**src/rtl/queue_serializer.sv**
```systemverilog
`default_nettype none
// ============================================================================
// Module      : queue_serializer
// Description : Drain stage for the byte queue. Polls the queue length,
//               issues single-cycle dequeue pulses, captures each dequeued
//               byte and shifts it out MSB-first on a 1-bit serial output
//               with a per-bit valid/ready handshake.
// Revision    : 1.0 - initial release
// ============================================================================
module queue_serializer #(
    parameter int DATA_WIDTH = 8,
    parameter int LEN_WIDTH  = 4
) (
    input  logic                  clock,
    input  logic                  reset,
    input  logic                  enable_in,
    input  logic [LEN_WIDTH-1:0]  len_in,
    input  logic [DATA_WIDTH-1:0] data_in,
    output logic                  dequeue_out,
    output logic                  serial_out,
    output logic                  serial_valid_out,
    input  logic                  serial_ready_in,
    output logic                  status_out,
    output logic                  byte_done_out
);

    // Bit counter only needs to index DATA_WIDTH positions.
    localparam int                c_cnt_w    = (DATA_WIDTH > 1) ? $clog2(DATA_WIDTH) : 1;
    localparam logic [c_cnt_w-1:0] c_cnt_last = c_cnt_w'(DATA_WIDTH - 1);

    typedef enum logic [2:0] {
        S_IDLE  = 3'd0,
        S_DEQ   = 3'd1,
        S_WAIT  = 3'd2,
        S_SHIFT = 3'd3,
        S_DONE  = 3'd4
    } state_t;

    state_t                  r_state;
    state_t                  w_state_nxt;
    logic [DATA_WIDTH-1:0]   r_shreg;
    logic [c_cnt_w-1:0]      r_bit_cnt;
    logic                    w_accept;

    // A bit is consumed only when it is presented and the consumer is ready.
    assign w_accept = (r_state == S_SHIFT) && serial_ready_in;

    // State register; reset aborts any byte in progress.
    always_ff @(posedge clock) begin
        if (!reset) begin
            r_state <= S_IDLE;
        end else begin
            r_state <= w_state_nxt;
        end
    end

    // Shift register and bit counter: load at end of WAIT, advance only on accepted bits.
    always_ff @(posedge clock) begin
        if (!reset) begin
            r_shreg   <= '0;
            r_bit_cnt <= '0;
        end else if (r_state == S_WAIT) begin
            r_shreg   <= data_in;
            r_bit_cnt <= c_cnt_last;
        end else if (w_accept) begin
            r_shreg   <= {r_shreg[DATA_WIDTH-2:0], 1'b0};
            r_bit_cnt <= r_bit_cnt - 1'b1;
        end
    end

    // Next-state and Moore outputs decoded from the current state.
    always_comb begin
        w_state_nxt      = r_state;
        dequeue_out      = 1'b0;
        serial_out       = 1'b0;
        serial_valid_out = 1'b0;
        status_out       = 1'b0;
        byte_done_out    = 1'b0;
        case (r_state)
            S_IDLE: begin
                if (enable_in && (len_in != '0)) begin
                    w_state_nxt = S_DEQ;
                end
            end
            S_DEQ: begin
                dequeue_out = 1'b1;
                status_out  = 1'b1;
                w_state_nxt = S_WAIT;
            end
            S_WAIT: begin
                // Queue data becomes valid this cycle; captured at the closing edge.
                status_out  = 1'b1;
                w_state_nxt = S_SHIFT;
            end
            S_SHIFT: begin
                serial_valid_out = 1'b1;
                serial_out       = r_shreg[DATA_WIDTH-1];
                status_out       = 1'b1;
                if (w_accept && (r_bit_cnt == '0)) begin
                    w_state_nxt = S_DONE;
                end
            end
            S_DONE: begin
                // Extra cycle lets len_in reflect the dequeue before IDLE re-polls.
                byte_done_out = 1'b1;
                w_state_nxt   = S_IDLE;
            end
            default: begin
                w_state_nxt = S_IDLE;
            end
        endcase
    end

endmodule
`default_nettype wire

```
**config.mk**
```make
export PLATFORM = sky130hd
export DESIGN_NAME = queue_serializer
export DESIGN_NICKNAME = d
export VERILOG_FILES = /design/src/rtl/queue_serializer.sv
export SDC_FILE = /design/constraint.sdc
export NUM_CORES = 1
export LEC_CHECK = 0
export CORE_UTILIZATION = 45
export DETAILED_ROUTE_END_ITERATION = 10
export MAX_ROUTING_LAYER = met4
export PLACE_DENSITY = 0.78
export REMOVE_ABC_BUFFERS = 1
export SLEW_MARGIN = 30
export SYNTH_ARGS = -nofsm -noshare
export SYNTH_HDL_FRONTEND = slang
export SYNTH_SLANG_ARGS = --single-unit
```
**constraint.sdc**
```tcl
create_clock -name clock -period 2.7 [get_ports clock]
set_clock_uncertainty 0.1 [all_clocks]
set_input_delay 0.81 -clock clock [delete_from_list [all_inputs] [get_ports clock]]
set_output_delay 0.81 -clock clock [all_outputs]
set_load 0.01 [all_outputs]
```
; ---- Yosys cells after proc, flatten, opt, wreduce, memory -nomap -nowiden
; Cells that the tools add are included.
[classes]
reduce_logical = 9
eq_ne = 6
muxes = 12
add_sub_neg = 1
[op_table]
columns = operator, count
row1 = $mux W8, 2
row2 = $mux W3, 4
row3 = $pmux W3 S4, 1
row4 = $eq A3 B2 Y1 const B, 2
row5 = $logic_not A3 Y1, 2
row6 = $mux W1, 5
row7 = $reduce_bool A4 Y1, 1
row8 = $eq A3 B1 Y1 const B, 1
row9 = $eq A3 B3 Y1 const B, 1
row10 = $logic_and A1 B1 Y1, 3
row11 = $reduce_or A3 Y1, 1
row12 = $sub A3 B1 Y3 const B, 1
row13 = $ne A2 B1 Y1 const B, 1
row14 = $ne A2 B2 Y1 const B, 1
row15 = $reduce_and A2 Y1, 1
row16 = $reduce_bool A2 Y1, 1
[totals]
input_bits = 16
reg_bits = 14
out_inout_bits = 5

; ---- Longest topological paths before layout
; Gate-level depths: netlist (run 1).
[logic_depth]
ltp_word = 5
mapped_depth = 5
mapped_depth_nobuf = 5

; ---- Worst setup path after synthesis (run 1)
; No wires, ideal clock.
[synth_timing]
path_kind = register to output
from = register r_state[0]
to = output port dequeue_out
path_stages_with_launch = 3
path_buffers = 1
arrival_ns = 0.993
required_time_ns = 1.790
setup_slack_ns = 0.797
cell_sequence = dfxtp_1 > clkbuf_1 > nor3b_1
[synth_between]
elab_chain_cells = 2
[synth_lines]
columns = element, line
row1 = start: declaration, 39  ; state_t r_state;
row2 = start signal: assignment, 53  ; r_state <= w_state_nxt;
row3 = $eq A3 B1 Y1, 79  ; case (r_state)
row4 = $mux W1, 79
row5 = end: declaration, 19  ; output logic dequeue_out,
; No other way between the ends.

; ---- Worst setup path in the final report (run 1)
[layout_timing]
from = register r_state[0]
to = output port serial_out
[layout_between]
elab_chain_cells = 2
[layout_lines]
columns = element, line
row1 = $eq A3 B2 Y1, 79
row2 = $mux W1, 79
row3 = end: declaration, 20  ; output logic serial_out,
; No other way between the ends.

==> out/results.tsv, run 1 <==
metric	value	unit
run_status	finished clean	
n_fill_cell	149	
cp_slowest_stage_delay	0.53	ns
critPathKind	reg2out	
routed_via_density	5.92	
synth_edf_count	0	
timing.rr.end	r_bit_cnt[2]	
synth_ff_type	dfxtp_1	
crit_buf_inv	1	
cts_buffers	3	
clkTransAtPathRegs	0.08	ns
drc	0	
rsz0062_at_grt	false	
slew_violations	0	
rrSetupSlack	1.15	ns
synth_top_area_share	0.365	
dpl.hpwl	1200	um
async_flop_share	0	
cts_root_buf	clkbuf_4	
ctsResizeCount	0	
timing.rr.start	r_state[0]	
grt_max_degree	14	
min_period_over_period	0.935	
gp_congestion	0.778	
ys_types	34	
design.die.area	1870	um^2
fin_cells	124	
ant_nets	0	
synth_most_common_cell	dfxtp_1	
crit_end	serial_out	
cts_tree	yes	
crit_path_start	r_state[0]	
end_kind	output pin	
post_cts_buffers	0	
initial_core_util	0.498	
cp_max_fo	6	
drt_pre_antenna_iters	4	
grt_pass1_vias	647	
ir_worst_vdd	260	uV
fmax	396	MHz
ys_ff_latch	14	
wl_per_cell	13.6	um
num_rows	14	
crit_arrival	1.61	ns
coreArea	1540	um^2
cap_violations	0	
yosysSeqAreaShare	0.365	
grt_pass1_wl	2800	um
synthTopCellsByCount	14 x dfxtp_1, 11 x o21ai_0, 8 x nand2_1	
cp.depth	3	
area_delta_synth_final	29.5	%
hold_buffers	0	
slew_headroom	0.780	
timing.critical_path.max_delay_family	buffers and inverters	
placed_cells	121	
grt_use_total	0.205	
finalSetupViolCount	0	
grt.overflow.total	0	
numClockSinks	14	
worstMarginPinSlew	0.327	ns
p_leak	0.396	nW
layout-drive-gt1-share	0.139	
hold_viol_final	0	
synth_largest_area_cell	dfxtp_1	
antenna_found_initial	0	
synth.avg_cell_area	8.82	um^2
crit_chain	and3b_2 -> and2_1 -> clkdlybuf4s50_1	
cp.required	1.79	ns
p_per_area	499	nW/um^2
ios	21	
tns	0	ns
htreeDepth	1	
clk_latency	0.28	ns
portBuffers	20	
vias	734	
nets	128	
yosys-top-cells-area	dfxtp_1 37%, o21ai_0 7.2%, and4bb_2 4.9%	
hold-worst-slack	0.368	ns
syn_area	767	um^2
antenna_cells	0	
finalPower	0.000496	W
post-route-util	0.644	
slowest_stage	clkdlybuf4s50_1	
synthCells	87	
wirelength	1680	um
die_h	43.3	um
fp.dieW	43.3	um
start_kind	flop	
period_needed	2.52	ns
min_path_type	reg2reg	
yosys_warnings	0	
r2r_cells	4	
drt_iter0_drc	14	
clk_path_buf_depth	2	
-- per-layer routing --
layer | part of all wire | wire length, um | up-vias | global-route usage
met4 | 0.0077 | 13 | 0 | 0.0545
met1 | 0.46 | 770 | 342 | 0.249
met2 | 0.49 | 820 | 22 | 0.334
met3 | 0.047 | 79 | 4 | 0.0553
met5 | 0 | 0 | - | -
li1 | - | - | 366 | -
-- stage by stage --
stage	setup slack, ns	instance area, um^2
finish	0.176	993
floorplan	0.837	713
global placement	0.466	971
global route	0.0999	993
detailed placement	0.451	971
CTS	0.166	993
-- where the power goes --
part / total, W / internal, W / switching (W)
combinational: 0.000135 / 0.0000743 / 0.0000610
clock: 0.000116 / 0.0000517 / 0.0000643
sequential: 0.000244 / 0.000229 / 0.0000154
total: 0.000496 / 0.000355 / 0.000141
-- area by class of cell --
cell class                      count  area [um^2]  share of cell area
Multi-Input combinational cell     64          425               0.428
Sequential cell                    14          280               0.282
Timing Repair Buffer               25          238               0.239
Clock buffer                        3         22.5              0.0227
Tap cell                           16         20.0              0.0202
Inverter                            2         7.51             0.00756
-- state kept, by name, indices dropped and copies added (netlist names) --
register   cells
r_bit_cnt      3
r_shreg        8
r_state        3
-- worst min-delay path, cell delays in order, from the launching register on --
cell and delay (ns):
dfxtp_1 0.31, nand2_1 0.05, o21ai_0 0.06
-- logic make-up (layout without fill, tap and decap cells) --
kind of cell,count (synthesis),in the layout,synth area share
adders and majority gates,2,2,0.0326
AOI/OAI and AO/OA,28,28,0.245
buffers and inverters,9,30,0.0799
DFF,14,14,0.365
and+or+nand+nor,34,34,0.277
-- cell usage in the layout, fill, tap and decap left out, types with 2 or more instances in the layout --
master and count:
o21ai_0 11, nand4b_1 2, clkdlybuf4s50_1 20, nor2_1 5
nor3_1 4, ha_1 2, and4bb_2 3, buf_4 5
and2_1 2, dfxtp_1 14, a21oi_1 2, nand2_1 8
o21a_1 3, clkbuf_4 3, inv_1 2, a21o_1 2
a32oi_1 4
-- how the worst min path moves through the flow --
stage | from | to | slack, ns | cells past startpoint
5_1_grt | r_shreg[7] | r_shreg[7] | 0.39 | 2
3_3_place_gp | r_shreg[7] | r_shreg[7] | 0.34 | 2
6_report | r_shreg[7] | r_shreg[7] | 0.37 | 2
4_1_cts | r_shreg[7] | r_shreg[7] | 0.36 | 2
3_5_place_dp | r_shreg[1] | r_shreg[1] | 0.35 | 2
2_1_floorplan | r_shreg[7] | r_shreg[7] | 0.33 | 2
(Power assumes the default switching activity.)
==> run 2: changes to the inputs <==
--- a/config.mk
+++ b/config.mk
@@ -5,8 +5,10 @@
 export SDC_FILE = /design/constraint.sdc
 export NUM_CORES = 1
 export LEC_CHECK = 0
+export CORE_ASPECT_RATIO = 0.9
 export CORE_UTILIZATION = 45
 export DETAILED_ROUTE_END_ITERATION = 10
+export GPL_ROUTABILITY_DRIVEN = 1
 export MAX_ROUTING_LAYER = met4
 export PLACE_DENSITY = 0.78
 export REMOVE_ABC_BUFFERS = 1
==> out/results.tsv, run 2 (synthesis gave the netlist of run 1 again) <==
metric	value	unit	change
whs_path_depth	2		unchanged
crit_arrival	1.65	ns	+0.04 ns
slowest_stage	clkdlybuf4s50_1		
hold_viol_final	0		unchanged
grt_pass1_vias	565		-13%
min_period_over_period	0.947		+0.0120
grt_max_degree	21		+7
r2r_cells	3		-1
n_fill_cell	143		-4.0%
wl_per_cell	12.5	um	-8.2%
clkTransAtPathRegs	0.08	ns	about the same
run_status	finished clean		
min_path_type	reg2reg		
clk_latency	0.27	ns	about the same
layout-drive-gt1-share	0.143		+0.00397
crit_buf_inv	1		unchanged
clk_path_buf_depth	2		unchanged
design.die.area	1870	um^2	about the same
critPathKind	reg2out		
period_needed	2.56	ns	+0.0324 ns
rsz0062_at_grt	false		
crit_chain	and3b_2 -> and2_1 -> clkdlybuf4s50_1		
fmax	391	MHz	-1.3%
dpl.hpwl	1130	um	-5.6%
drc	0		unchanged
end_kind	output pin		
post-route-util	0.649		+0.00482
vias	701		-4.5%
timing.rr.end	r_bit_cnt[2]		
cts_tree	yes		
largest_register	r_shreg		
cp.required	1.79	ns	about the same
finalSetupViolCount	0		unchanged
cap_violations	0		unchanged
cts_buffers	3		unchanged
grt_use_total	0.200		-0.00559
hold_buffers	0		unchanged
tns	0	ns	unchanged
portBuffers	20		unchanged
grt.overflow.total	0		unchanged
drt_pre_antenna_iters	4		unchanged
nets	125		-2.3%
worstMarginPinSlew	0.289	ns	-0.0376 ns
final_cell_mix	20 x clkdlybuf4s50_1, 11 x o21ai_0, 11 x dfxtp_1, 8 x nand2_1, 5 x nor2_1		
coreArea	1510	um^2	-1.9%
antenna_found_initial	0		unchanged
ios	21		unchanged
htreeDepth	1		unchanged
crit_path_start	r_state[0]		
ant_nets	0		unchanged
timing.rr.start	r_state[0]		
timing.critical_path.max_delay_family	buffers and inverters		
grt_pass1_wl	2460	um	-12%
min_from	r_shreg[7]		
die_h	41.2	um	-4.9%
largest_reg_flops	8		unchanged
start_kind	flop		
post_cts_buffers	0		unchanged
antenna_cells	0		unchanged
slew_violations	0		unchanged
cp_max_fo	16		+10
reg_top3	r_shreg (8), r_bit_cnt (3), r_state (3)		
fp.dieW	45.5	um	+5.2%
slew_headroom	0.805		+0.0253
initial_core_util	0.507		+0.00947
wirelength	1580	um	-6.0%
ir_worst_vdd	327	uV	+26%
cp_slowest_stage_delay	0.52	ns	about the same
routed_via_density	5.52		-6.8%
drt_iter0_drc	15		+1
p_leak	0.381	nW	-3.7%
holdPathEnd	r_shreg[7]		
p_per_area	494	nW/um^2	-1.0%
numClockSinks	14		unchanged
cts_root_buf	clkbuf_4		
num_rows	13		-1
gp_congestion	0.814		+4.6%
final_common_cell	clkdlybuf4s50_1		
area_delta_synth_final	28.1	%	
rrSetupSlack	1.28	ns	+0.13 ns
==> run 2: cell count changes in the layout (fill, tap and decap cells not counted) <==
| cell | previous run | this run |
|---|---|---|
| buf_4 | 5 | 2 |
| dfxtp_2 | 0 | 3 |
| dfxtp_1 | 14 | 11 |
==> run 2: cell type report <==
class / count / area [um^2] / share of cell area
Tap cell: 22 / 27.5 / 0.0280
Clock buffer: 3 / 22.5 / 0.0229
Multi-Input combinational cell: 64 / 425 / 0.433
Sequential cell: 14 / 284 / 0.289
Timing Repair Buffer: 22 / 215 / 0.219
Inverter: 2 / 7.51 / 0.00764
==> run 2: layer usage <==
layer  wire (um)  global-route usage  part of all wire
met1         801               0.245              0.51
met3          87              0.0264             0.055
met2         687               0.318              0.43
met5           0                   -                 0
met4           7               0.114            0.0044
==> run 2: power breakdown <==
group	switching, W	total, W	internal [W]
Combinational	0.0000487	0.000117	0.0000688
Sequential	0.0000273	0.000257	0.000230
Clock	0.0000586	0.000110	0.0000516
Total	0.000135	0.000485	0.000350
==> run 2: per-stage QoR <==
step | cells | hold slack [ns] | instance area (um^2) | setup slack, ns | power [W]
6_report | 127 | 0.363 | 982 | 0.143 | 0.000485
5_1_grt | 127 | 0.372 | 982 | 0.0422 | 0.000518
4_1_cts | 127 | 0.361 | 980 | 0.0351 | 0.000491
3_5_place_dp | 124 | 0.352 | 956 | 0.278 | 0.000378
3_3_place_gp | 124 | 0.349 | 956 | 0.337 | 0.000374
2_1_floorplan | 80 | 0.331 | 713 | 0.837 | 0.000318
==> run 2: how the worst max path moves through the flow <==
stage                 endpoint  slack, ns  depth (start not counted)
floorplan           serial_out       0.84                          2
global placement    serial_out       0.34                          3
detailed placement  serial_out       0.28                          3
CTS                 serial_out       0.04                          3
global route        serial_out       0.04                          3
finish              serial_out       0.14                          3
==> run 2: what timing repair did <==
item,CTS,global route
gates resized for setup,1,2
setup endpoints to repair,1,1
endpoints found under the hold margin,0,0
pin swaps,0,0
==> run 2: worst min-delay path, delay by kind of cell (launching register included) <==
family	cells	cell delay, ns
simple gates	1	0.05
flops	1	0.31
compound gates	1	0.06
==> run 3: changes to the inputs <==
--- a/config.mk
+++ b/config.mk
@@ -7,8 +7,9 @@
 export LEC_CHECK = 0
 export CORE_ASPECT_RATIO = 0.9
 export CORE_UTILIZATION = 45
+export CTS_BUF_LIST = sky130_fd_sc_hd__clkbuf_4
 export DETAILED_ROUTE_END_ITERATION = 10
-export GPL_ROUTABILITY_DRIVEN = 1
+export GPL_ROUTABILITY_DRIVEN = 0
 export MAX_ROUTING_LAYER = met4
 export PLACE_DENSITY = 0.78
 export REMOVE_ABC_BUFFERS = 1
==> results of run 3 <==
Same layout as run 2: the final DEF is identical, and so are final timing and power.
